<file path="src/rtl/usb_tx.sv">
// USB full/low-speed bit-level transmitter.
// Takes bytes from the SIE over a valid/ready handshake and serialises each
// packet as SYNC, LSB-first data with bit stuffing and NRZI, then EOP.
// Ports:
//   clk     - system clock
//   reset   - asynchronous active-low reset
//   clk_en  - bit-rate enable, one clk cycle per bit period
//   data    - byte from SIE, held while valid=1 until ready
//   valid   - SIE has a byte; held high for the whole packet
//   ready   - one-clk pulse: byte on data consumed this cycle
//   d_o     - line state when se0=0 (0 = J, 1 = K)
//   se0     - drive SE0
//   oe      - transmitter output enable
//   active  - high from SYNC start until the EOP J bit completes
module usb_tx #(
    parameter int unsigned EOP_SE0_BITS = 2
) (
    input  logic       clk,
    input  logic       reset,
    input  logic       clk_en,
    input  logic [7:0] data,
    input  logic       valid,
    output logic       ready,
    output logic       d_o,
    output logic       se0,
    output logic       oe,
    output logic       active
);

    localparam int unsigned BYTE_W  = 8;
    localparam int unsigned CNT_W   = 3;
    localparam int unsigned EOP_W   = 2;
    localparam int unsigned STATE_W = 3;

    localparam logic [STATE_W-1:0] IDLE    = 3'd0;
    localparam logic [STATE_W-1:0] SYNC    = 3'd1;
    localparam logic [STATE_W-1:0] DATA    = 3'd2;
    localparam logic [STATE_W-1:0] STUFF   = 3'd3;
    localparam logic [STATE_W-1:0] EOP_SE0 = 3'd4;
    localparam logic [STATE_W-1:0] EOP_J   = 3'd5;

    localparam logic [CNT_W-1:0] LAST_BIT  = 3'd7;
    localparam logic [CNT_W-1:0] STUFF_RUN = 3'd6;
    localparam logic [EOP_W-1:0] EOP_LAST  = EOP_W'(EOP_SE0_BITS - 1);

    logic [STATE_W-1:0] state,     state_n;
    logic [CNT_W-1:0]   bit_cnt,   bit_cnt_n;   // index of the bit on the line
    logic [BYTE_W-1:0]  shift,     shift_n;     // shift[0] is the bit on the line
    logic [CNT_W-1:0]   stuff_cnt, stuff_cnt_n; // ones emitted in a row, incl. current
    logic [EOP_W-1:0]   eop_cnt,   eop_cnt_n;
    logic               d_o_n, se0_n, oe_n, active_n;
    logic               emit_c, bit_c;
    logic               load_point_c;

    // Byte boundary reached with no stuff bit still owed.
    assign load_point_c = (((state == SYNC) || (state == DATA)) &&
                           (bit_cnt == LAST_BIT) && (stuff_cnt != STUFF_RUN)) ||
                          ((state == STUFF) && (bit_cnt == LAST_BIT));

    assign ready = clk_en & valid & load_point_c;

    // Registered state and line outputs, advanced once per bit period.
    always_ff @(posedge clk or negedge reset) begin
        if (!reset) begin
            state     <= IDLE;
            bit_cnt   <= '0;
            shift     <= '0;
            stuff_cnt <= '0;
            eop_cnt   <= '0;
            d_o       <= 1'b0;
            se0       <= 1'b0;
            oe        <= 1'b0;
            active    <= 1'b0;
        end else if (clk_en) begin
            state     <= state_n;
            bit_cnt   <= bit_cnt_n;
            shift     <= shift_n;
            stuff_cnt <= stuff_cnt_n;
            eop_cnt   <= eop_cnt_n;
            d_o       <= d_o_n;
            se0       <= se0_n;
            oe        <= oe_n;
            active    <= active_n;
        end
    end

    // Next-state and next-symbol decode for the following bit period.
    always_comb begin
        state_n     = state;
        bit_cnt_n   = bit_cnt;
        shift_n     = shift;
        stuff_cnt_n = stuff_cnt;
        eop_cnt_n   = eop_cnt;
        d_o_n       = d_o;
        se0_n       = se0;
        oe_n        = oe;
        active_n    = active;
        emit_c      = 1'b0;
        bit_c       = 1'b0;

        case (state)
            IDLE: begin
                d_o_n       = 1'b0;
                se0_n       = 1'b0;
                oe_n        = 1'b0;
                active_n    = 1'b0;
                stuff_cnt_n = '0;
                bit_cnt_n   = '0;
                if (valid) begin
                    state_n  = SYNC;
                    oe_n     = 1'b1;
                    active_n = 1'b1;
                    emit_c   = 1'b1;
                    bit_c    = 1'b0;
                end
            end
            SYNC, DATA, STUFF: begin
                if ((state != STUFF) && (stuff_cnt == STUFF_RUN)) begin
                    // Stuff bit: a zero, bit position and shifter hold.
                    state_n = STUFF;
                    emit_c  = 1'b1;
                    bit_c   = 1'b0;
                end else if (bit_cnt == LAST_BIT) begin
                    if (valid) begin
                        state_n   = DATA;
                        shift_n   = data;
                        bit_cnt_n = '0;
                        emit_c    = 1'b1;
                        bit_c     = data[0];
                    end else begin
                        state_n   = EOP_SE0;
                        eop_cnt_n = '0;
                        se0_n     = 1'b1;
                        d_o_n     = 1'b0;
                    end
                end else begin
                    bit_cnt_n = CNT_W'(bit_cnt + 3'd1);
                    emit_c    = 1'b1;
                    if (state == SYNC) begin
                        // SYNC is seven zeros followed by a single one.
                        bit_c = (bit_cnt == 3'd6);
                    end else begin
                        state_n = DATA;
                        shift_n = shift >> 1;
                        bit_c   = shift[1];
                    end
                end
            end
            EOP_SE0: begin
                d_o_n = 1'b0;
                if (eop_cnt == EOP_LAST) begin
                    state_n = EOP_J;
                    se0_n   = 1'b0;
                end else begin
                    eop_cnt_n = EOP_W'(eop_cnt + 2'd1);
                end
            end
            EOP_J: begin
                state_n  = IDLE;
                d_o_n    = 1'b0;
                se0_n    = 1'b0;
                oe_n     = 1'b0;
                active_n = 1'b0;
            end
            default: begin
                state_n  = IDLE;
                d_o_n    = 1'b0;
                se0_n    = 1'b0;
                oe_n     = 1'b0;
                active_n = 1'b0;
            end
        endcase

        // NRZI: a zero toggles the line, a one holds it.
        if (emit_c) begin
            d_o_n       = bit_c ? d_o : ~d_o;
            stuff_cnt_n = bit_c ? CNT_W'(stuff_cnt + 3'd1) : '0;
        end
    end

endmodule

</file>
<file path="config.mk">
export PLATFORM = sky130hd
export DESIGN_NAME = usb_tx
export DESIGN_NICKNAME = d
export VERILOG_FILES = /design/src/rtl/usb_tx.sv
export SDC_FILE = /design/constraint.sdc
export NUM_CORES = 1
export LEC_CHECK = 0
export ABC_AREA = 1
export BUFFER_PORTS_ARGS = -buffer_cell sky130_fd_sc_hd__buf_4
export CORE_ASPECT_RATIO = 1.1
export CORE_MARGIN = 2
export CORE_UTILIZATION = 35
export CTS_BUF_LIST = sky130_fd_sc_hd__clkbuf_8
export CTS_CLUSTER_DIAMETER = 100
export DETAILED_ROUTE_END_ITERATION = 10
export SETUP_SLACK_MARGIN = 0.5
export SYNTH_ARGS = -nofsm -noshare
export SYNTH_HDL_FRONTEND = slang
export SYNTH_SLANG_ARGS = --single-unit
</file>
<file path="constraint.sdc">
create_clock -name clk -period 5.1 [get_ports clk]
set_clock_uncertainty 0.15 [all_clocks]
set_input_delay 1.02 -clock clk [delete_from_list [all_inputs] [get_ports clk]]
set_output_delay 1.02 -clock clk [all_outputs]
set_load 0.05 [all_outputs]
</file>
==> flow_summary.ini, run 1 <==
[detailed_routing]
drt-vias-per-instance = 4.67
routedWlPerCell_um = 10.7
vias = 1074
final_antenna_net_count = 0
drt_first_pass_iters = 4
drt_iter0_markers = 25
drc = 0
routed_wl_um = 2470

[layout]
final_cell_mix = nand2_1, inv_1, dfrtp_1, o21ai_0, buf_4
final_common_cell = nand2_1
area_delta_synth_final_pct = 16.0
nets = 201
diodes = 0
drive_above_1_share_pct = 18.7
fill_cells = 363

[setup_path]
worstPathArrival_ns = 2.01
endpoint_kind = output pin
startpoint_type = register
critPathMaxFanout = 14
cp.required_ns = 3.93
cp_top_family = adder cells
cpPeakStageDelay_ns = 0.42
path_cells = ha_1 > ha_1 > inv_1 > nor4_1 > buf_4
crit_buf_inv = 2
path_common_cell = ha_1
path_class = register to output pin
worst_path_max_delay_cell = ha_1

[timing]
fin_crit_sh_pct = 62.3
slew_viol_final = 0
rsz0062_at_grt = false
period_minus_slack_ns = 3.18
max_freq_mhz = 315
maxSlewHeadroom_pct = 71.0
setup-tns-final_ns = 0
tightest_slew_ns = 0.435
finalSetupViolCount = 0
hold_viol = 0
whs_ns = 0.357

[power]
p_clk_share_pct = 15.6
pwr-share-seq_pct = 37.6
p_per_area_nw_per_um2 = 467
p_sw_uw = 308
p_comb_share_pct = 46.8
ir_worst_vdd_mv = 0.163
netSwitchingFraction_pct = 44.9
p_leak_nw = 0.725
intPower_uw = 377

[synthesis]
yosys.area_share.simple_pct = 29.6
synth.area.mux_share_pct = 0
yosys_register_bits = 21
synth_compound_area_share_pct = 13.6
syn_area_per_cell_um2 = 7.66
syn_area_um2 = 1260
synth.distinct_cells = 25
synth_nets = 183
syn_inst = 165
synth_top_family_by_area = simple AND/OR/NAND/NOR gates
ys.warnings.count = 0
ys_seq_area_share_pct = 41.6
synthAdderAreaFrac_pct = 5.94
synth-xor-area-share_pct = 0.693

[clocking]
post_cts_buffers = 0
ctsHtreeMaxLevel = 1
clkSinkCount = 21
root_buffer = clkbuf_8
cts_hold_buf = 0
insertion_delay_ns = 0.26
cts_tree = yes
clk_pin_slew_ns = 0.07
cts_buffer_depth = 2
cts.repair.resized = 0
cts_made_buffers = 3

[global_routing]
grt_pass1_vias = 1053
grt_max_degree = 22
antenna_found_initial = 0
grt_pass1_wl_um = 4360
grt-ovfl-total = 0
grt_usage_pct = 14.3

[die]
core_um2 = 3390
die-area_um2 = 4110
ios = 17
start_util_pct = 37.3
die_w_um = 61.3
fp-row-count = 22
die-height_um = 67.0

[run_status]
status = finished clean

[placement]
hpwl_um = 2030
gp_congestion = 0.820
portBuffers = 16

[worst_hold_path]
min_path_type = register to register

[run]
maxCapViolations = 0
-- area by class of cell --
| cell class | count | area [µm²] | area share, % |
|---|---|---|---|
| multi-input combinational | 118 | 629 | 42.9 |
| inverter | 23 | 86.3 | 5.89 |
| sequential | 21 | 526 | 35.8 |
| timing repair buffer | 16 | 120 | 8.19 |
| clock buffer | 3 | 41.3 | 2.82 |
| tap | 48 | 60.1 | 4.10 |
| clock inverter | 1 | 3.75 | 0.256 |
-- worst paths after layout --
path	startpoint	endpoint	slack [ns]	cells after the start
worst max-delay path	bit_cnt[1]	ready	1.92	5
worst min-delay path	se0	se0	0.36	2
worst max register to register	bit_cnt[1]	bit_cnt[0]	2.97	9
worst min register to register	se0	se0	0.36	2
max in group asynchronous	reset	stuff_cnt[0]	4.11	1
min in group asynchronous	reset	state[1]	0.48	1
-- state kept, by name, summed over array words and instances (netlist names) --
register and cells:
bit_cnt 3, stuff_cnt 3, d_o 1, active 1, shift 7, state 3
eop_cnt 2, se0 1
-- cells in the mapped netlist, drive strengths merged --
cell    count  area share, %
nand2      42             13
o21ai      26             11
inv        23            6.8
dfrtp      21             42
nor2       21            8.4
nand3      13            5.5
ha          6            5.9
a21oi       3            1.5
buf         2            1.5
nand3b      2            1.2
o31ai       2            1.2
clkbuf      1           0.30
nand4       1           0.50
nor4        1           0.50
xor2        1           0.69
-- power by group through the flow --
stage,Combinational [mW],Clock [mW],Sequential (mW)
after global placement,0.320,0,0.256
final,0.321,0.107,0.258
after global routing,0.368,0.119,0.263
after CTS,0.325,0.112,0.258
after floorplan,0.232,0,0.278
after detailed placement,0.324,0,0.262
-- kinds of logic after synthesis --
| logic type | count (synthesis) |
|---|---|
| flip-flops | 21 |
| XOR/XNOR | 1 |
| buffers and inverters | 26 |
| AO/OA/AOI/OAI | 31 |
| AND/OR/NAND/NOR | 80 |
| adder cells (fa/ha/maj) | 6 |
-- worst reg2reg max path, delay by kind of cell (launching register included) --
family / cells / cell delay, ns
simple gates: 3 / 0.34
flops: 1 / 0.37
buf+inv: 2 / 0.30
fa+ha+maj: 2 / 0.57
compound gates: 2 / 0.29
-- layer usage --
layer / wire length (µm) / track usage [%] / up-vias
li1: - / - / 565
met2: 1210 / 24.6 / 19
met5: 0 / 0 / -
met1: 1140 / 17.1 / 488
met4: 20 / 5.71 / 0
met3: 103 / 2.52 / 2
-- through the flow --
step | power [mW] | worst slack (ns) | utilization [%] | std cells | area [µm²]
after floorplan | 0.511 | 1.34 | - | 165 | 1260
after global placement | 0.576 | 2.13 | 42.0 | 226 | 1420
after detailed placement | 0.586 | 2.18 | 42.0 | 226 | 1420
after CTS | 0.695 | 1.90 | 43.3 | 230 | 1470
after global routing | 0.750 | 1.72 | 43.3 | 230 | 1470
final | 0.685 | 1.92 | 43.3 | 230 | 1470
Note: power is estimated with default switching activity, not from simulation.
==> inputs of run 2 (changes only) <==
clock period = 2.6 ns   (was 5.1 ns; I/O delays follow)
==> run 2 against run 1 <==
Effect of this change:
- register-to-register slack lost 2.3 ns
- count of clock-buffer cells in the layout is the same
- worst setup slack lost 1.5 ns
- largest power group unchanged
- sequential power grew 99%
- combinational power grew to 2.6 times the previous value
- design area grew 13%
- critical endpoint unchanged
- highest routed layer unchanged
- critical path type unchanged
==> flow_summary.ini, run 2 (synthesis gave the netlist of run 1 again) <==
[detailed_routing]
drt-vias-per-instance = 4.63
routedWlPerCell_um = 11.6
vias = 1135
routed_wl_um = 2840
drt_iter0_markers = 46
final_antenna_net_count = 0
drt_first_pass_iters = 4
drc = 0

[clocking]
cts_made_buffers = 3
root_buffer = clkbuf_8
insertion_delay_ns = 0.27
clkSinkCount = 21
clk_pin_slew_ns = 0.07
ctsHtreeMaxLevel = 1
cts_tree = yes
cts_buffer_depth = 2

[timing]
setup-tns-final_ns = 0
finalSetupViolCount = 0
worst_slack_ns = 0.385
rsz0062_at_grt = true
max_freq_mhz = 451
hold_viol = 0
slew_viol_final = 0
whs_ns = 0.351
tightest_slew_ns = 0.278
fin_crit_sh_pct = 85.2
period_minus_slack_ns = 2.21
maxSlewHeadroom_pct = 81.4

[layout]
regMostFlops = shift
finalNonFillerCells = 245
final_cell_mix = nand2_1, buf_4, dfrtp_1, inv_1, o21ai_0
diodes = 0
area_delta_synth_final_pct = 30.9
finalCoreUtilization_pct = 48.9
drive_above_1_share_pct = 29.4
register_area_um2 = 527
nets = 216
largest_register_ffs = 7
final_common_cell = nand2_1
multi_input_area_um2 = 689
design_area_um2 = 1650
fill_cells = 318

[placement]
portBuffers = 16
dp_slack_ns = 0.320
placed_area_um2 = 1440
gp_congestion = 0.805
post-place-cells = 226
hpwl_um = 1920

[power]
p_per_area_nw_per_um2 = 942
finalPower_mw = 1.56
p_comb_share_pct = 53.0
intPower_uw = 871
p_leak_nw = 0.797
p_sw_uw = 687
p_clk_share_pct = 14.1
netSwitchingFraction_pct = 44.1
pwr-share-seq_pct = 32.9
ir_worst_vdd_mv = 0.318

[run_status]
status = finished clean

[setup_path]
startpoint_type = register
path_class = register to output pin
worstPathArrival_ns = 1.54
critPathMaxFanout = 6
endpoint_kind = output pin
cp.required_ns = 1.93

[die]
start_util_pct = 37.3
die_w_um = 61.3
fp-row-count = 22
ios = 17
die-area_um2 = 4110
die-height_um = 67.0
core_um2 = 3390

[worst_hold_path]
min_path_type = primary input to register

[global_routing]
grt-ovfl-total = 0
grt_max_degree = 22
grt_pass1_vias = 1088
grt_usage_pct = 15.9
grt_pass1_wl_um = 4820
antenna_found_initial = 0

[run]
maxCapViolations = 0
run 2: cell types whose count changed in the layout (fill, tap and decap cells not counted), sizes merged:
cell and delta:
buf +14, clkinv +1, clkinvlp +1, dlygate4sd3 +1
inv -2
run 2: final cells by class:
cell class / instances / area share, %
clock buffers: 3 / 2.50
flip-flops and latches: 21 / 31.8
multi-input cells: 118 / 41.7
clock inverters: 1 / 0.303
repair buffers: 31 / 14.4
well taps: 48 / 3.63
inverters: 23 / 5.60
run 2: timing repair:
| item | in CTS | in global routing |
|---|---|---|
| resized for setup | 6 | 7 |
| endpoints found under the setup margin | 15 | 2 |
| hold endpoints to repair | 21 | 0 |
| hold buffers | 1 | 0 |
| pin swaps | 2 | 3 |
| setup buffers | 6 | 8 |
| gates cloned | 0 | 0 |
run 2: path summary, 6_finish.rpt:
path,to,cells after the start,slack [ns],startpoint
max in group asynchronous,state[2],2,1.54,reset
worst max-delay path,ready,5,0.39,state[0]
worst max register to register,bit_cnt[0],10,0.68,bit_cnt[0]
worst min register to register,se0,2,0.35,se0
min in group asynchronous,se0,2,0.51,reset
worst min-delay path,shift[7],3,0.35,data[7]
run 2: critical path, stage by stage, from the launching register on:
cell	delay [ns]
dfrtp_1	0.44
nor2_2	0.10
nor2_4	0.22
nand2_4	0.09
nor4_4	0.25
buf_6	0.19
run 2: power groups by stage:
stage | clock network, mW | registers (mW) | logic, mW
3_5_place_dp | 0 | 0.507 | 0.646
2_1_floorplan | 0 | 0.546 | 0.464
4_1_cts | 0.230 | 0.500 | 0.718
3_3_place_gp | 0 | 0.502 | 0.636
5_1_grt | 0.245 | 0.523 | 0.931
6_report | 0.219 | 0.513 | 0.826
run 2: layer usage:
layer | GRT usage [%] | part of all wire [%] | vias to the layer above
met5 | 0 | 0 | -
met4 | 8.42 | 2.6 | 0
met3 | 2.72 | 4.9 | 7
met2 | 25.4 | 48 | 30
met1 | 20.1 | 44 | 505
li1 | - | - | 593
==> inputs of run 3 (changes only) <==
RECOVER_POWER = 25   (was not set)
clock period = 2.25 ns   (was 2.6 ns; I/O delays follow)
==> run 3 against run 2 <==
Effect of this change:
- combinational power increased by 23%
- critical path depth unchanged
- utilization increased by 3.5 points
- worst setup slack got worse by 0.27 ns
- sequential power increased by 14%
- sequential cell count unchanged
- critical path type unchanged
- largest cell class unchanged
- highest routed layer unchanged
==> flow_summary.ini, run 3 (synthesis gave the netlist of run 1 again) <==
[setup_path]
path_cells = ha_2 > ha_4 > inv_4 > nor4_4 > buf_6
endpoint_kind = output pin
worstPathArrival_ns = 1.53
critPathMaxFanout = 2
worstReg2RegStart = bit_cnt[0]
path_class = register to output pin
crit_path_start = bit_cnt[0]
cp.required_ns = 1.65
worst_path_max_delay_cell = dfrtp_1
cpPeakStageDelay_ns = 0.36
startpoint_type = register

[timing]
setup-tns-final_ns = 0
max_freq_mhz = 469
period_minus_slack_ns = 2.13
tightest_slew_ns = 1.14
slew_viol_final = 0
finalSetupViolCount = 0
whs_ns = 0.284
worst_slack_ns = 0.120
maxSlewHeadroom_pct = 24.1
hold_viol = 0
fin_crit_sh_pct = 94.7
rsz0062_at_grt = true

[detailed_routing]
routed_wl_um = 3380
drt-vias-per-instance = 5.06
drt_first_pass_iters = 4
final_antenna_net_count = 0
vias = 1254
routedWlPerCell_um = 13.6
drt_iter0_markers = 41
drc = 0

[clocking]
insertion_delay_ns = 0.27
clkSinkCount = 21
cts_made_buffers = 3
cts_buffer_depth = 2
ctsHtreeMaxLevel = 1
clk_pin_slew_ns = 0.08
root_buffer = clkbuf_8
cts_tree = yes

[layout]
drive_above_1_share_pct = 38.5
largest_register_ffs = 7
regMostFlops = shift
area_delta_synth_final_pct = 40.3
finalNonFillerCells = 248
final_common_cell = nand2_1
design_area_um2 = 1770
finalCoreUtilization_pct = 52.4
diodes = 0
nets = 219
final_cell_mix = nand2_1, buf_4, inv_1, dfrtp_1, o21ai_1

[placement]
post-place-cells = 227
gp_congestion = 0.886
dp_slack_ns = 0.235
placed_area_um2 = 1450
portBuffers = 16
hpwl_um = 2040

[die]
die_w_um = 61.3
core_um2 = 3390
die-height_um = 67.0
die-area_um2 = 4110
fp-row-count = 22
start_util_pct = 37.3
ios = 17

[power]
p_per_area_nw_per_um2 = 1050
finalPower_mw = 1.85
ir_worst_vdd_mv = 0.408
p_leak_nw = 0.831

[global_routing]
grt-ovfl-total = 0
grt_pass1_wl_um = 5310
grt_pass1_vias = 1271
antenna_found_initial = 0
grt_max_degree = 22
grt_usage_pct = 17.5

[worst_hold_path]
hold_start = data[7]
min_path_type = primary input to register

[run_status]
status = finished clean

[run]
maxCapViolations = 0
-- run 3: cell types whose count changed in the layout (fill, tap and decap cells not counted), moves of 4 or more --
cell,delta
nand2_1,-6
o21ai_1,+6
nand2_2,+6
o21ai_0,-9
buf_6,+4
nor2_4,+5
-- run 3: final cells by class --
cell class,count,area [µm²]
fill,326,1610
clock buffer,3,41.3
clock inverter,1,3.75
inverter,23,93.8
timing repair buffer,33,265
multi-input combinational,119,781
tap,48,60.1
sequential,21,528
-- run 3: final timing paths --
| path | endpoint | slack (ns) | cells past startpoint |
|---|---|---|---|
| setup / recovery | ready | 0.12 | 5 |
| hold / removal | shift[7] | 0.28 | 3 |
| setup reg to reg | eop_cnt[1] | 0.22 | 13 |
| hold reg to reg | d_o | 0.36 | 2 |
| max in group asynchronous | state[0] | 0.42 | 2 |
| min in group asynchronous | active | 0.77 | 2 |
-- run 3: where the power goes --
part	switching (mW)	leakage (nW)	internal (mW)
Sequential	0.0909	0.278	0.494
Combinational	0.636	0.527	0.383
Clock	0.128	0.0269	0.122
-- run 3: worst max-delay path: cells and delay by family (launching register included) --
kind / cells / cell delay (ns)
flops: 1 / 0.36
fa+ha+maj: 2 / 0.34
simple gates: 1 / 0.30
buf+inv: 2 / 0.25
-- run 3: what timing repair did --
item                                    CTS  global route
pin swaps                                 8            14
hold buffers                              1             0
endpoints found under the setup margin   19            20
hold endpoints to repair                 21             0
buffers inserted                         12             3
gates resized for setup                  27            25
gates cloned                              1             0
-- run 3: layer usage --
metal  share of wire, %  GRT usage (%)  vias to the layer above
met1                 40           19.7                      596
li1                   -              -                      602
met2                 51           30.7                       47
met3                6.8           3.69                        9
met5                  0              0                        -
met4                1.9           8.15                        0
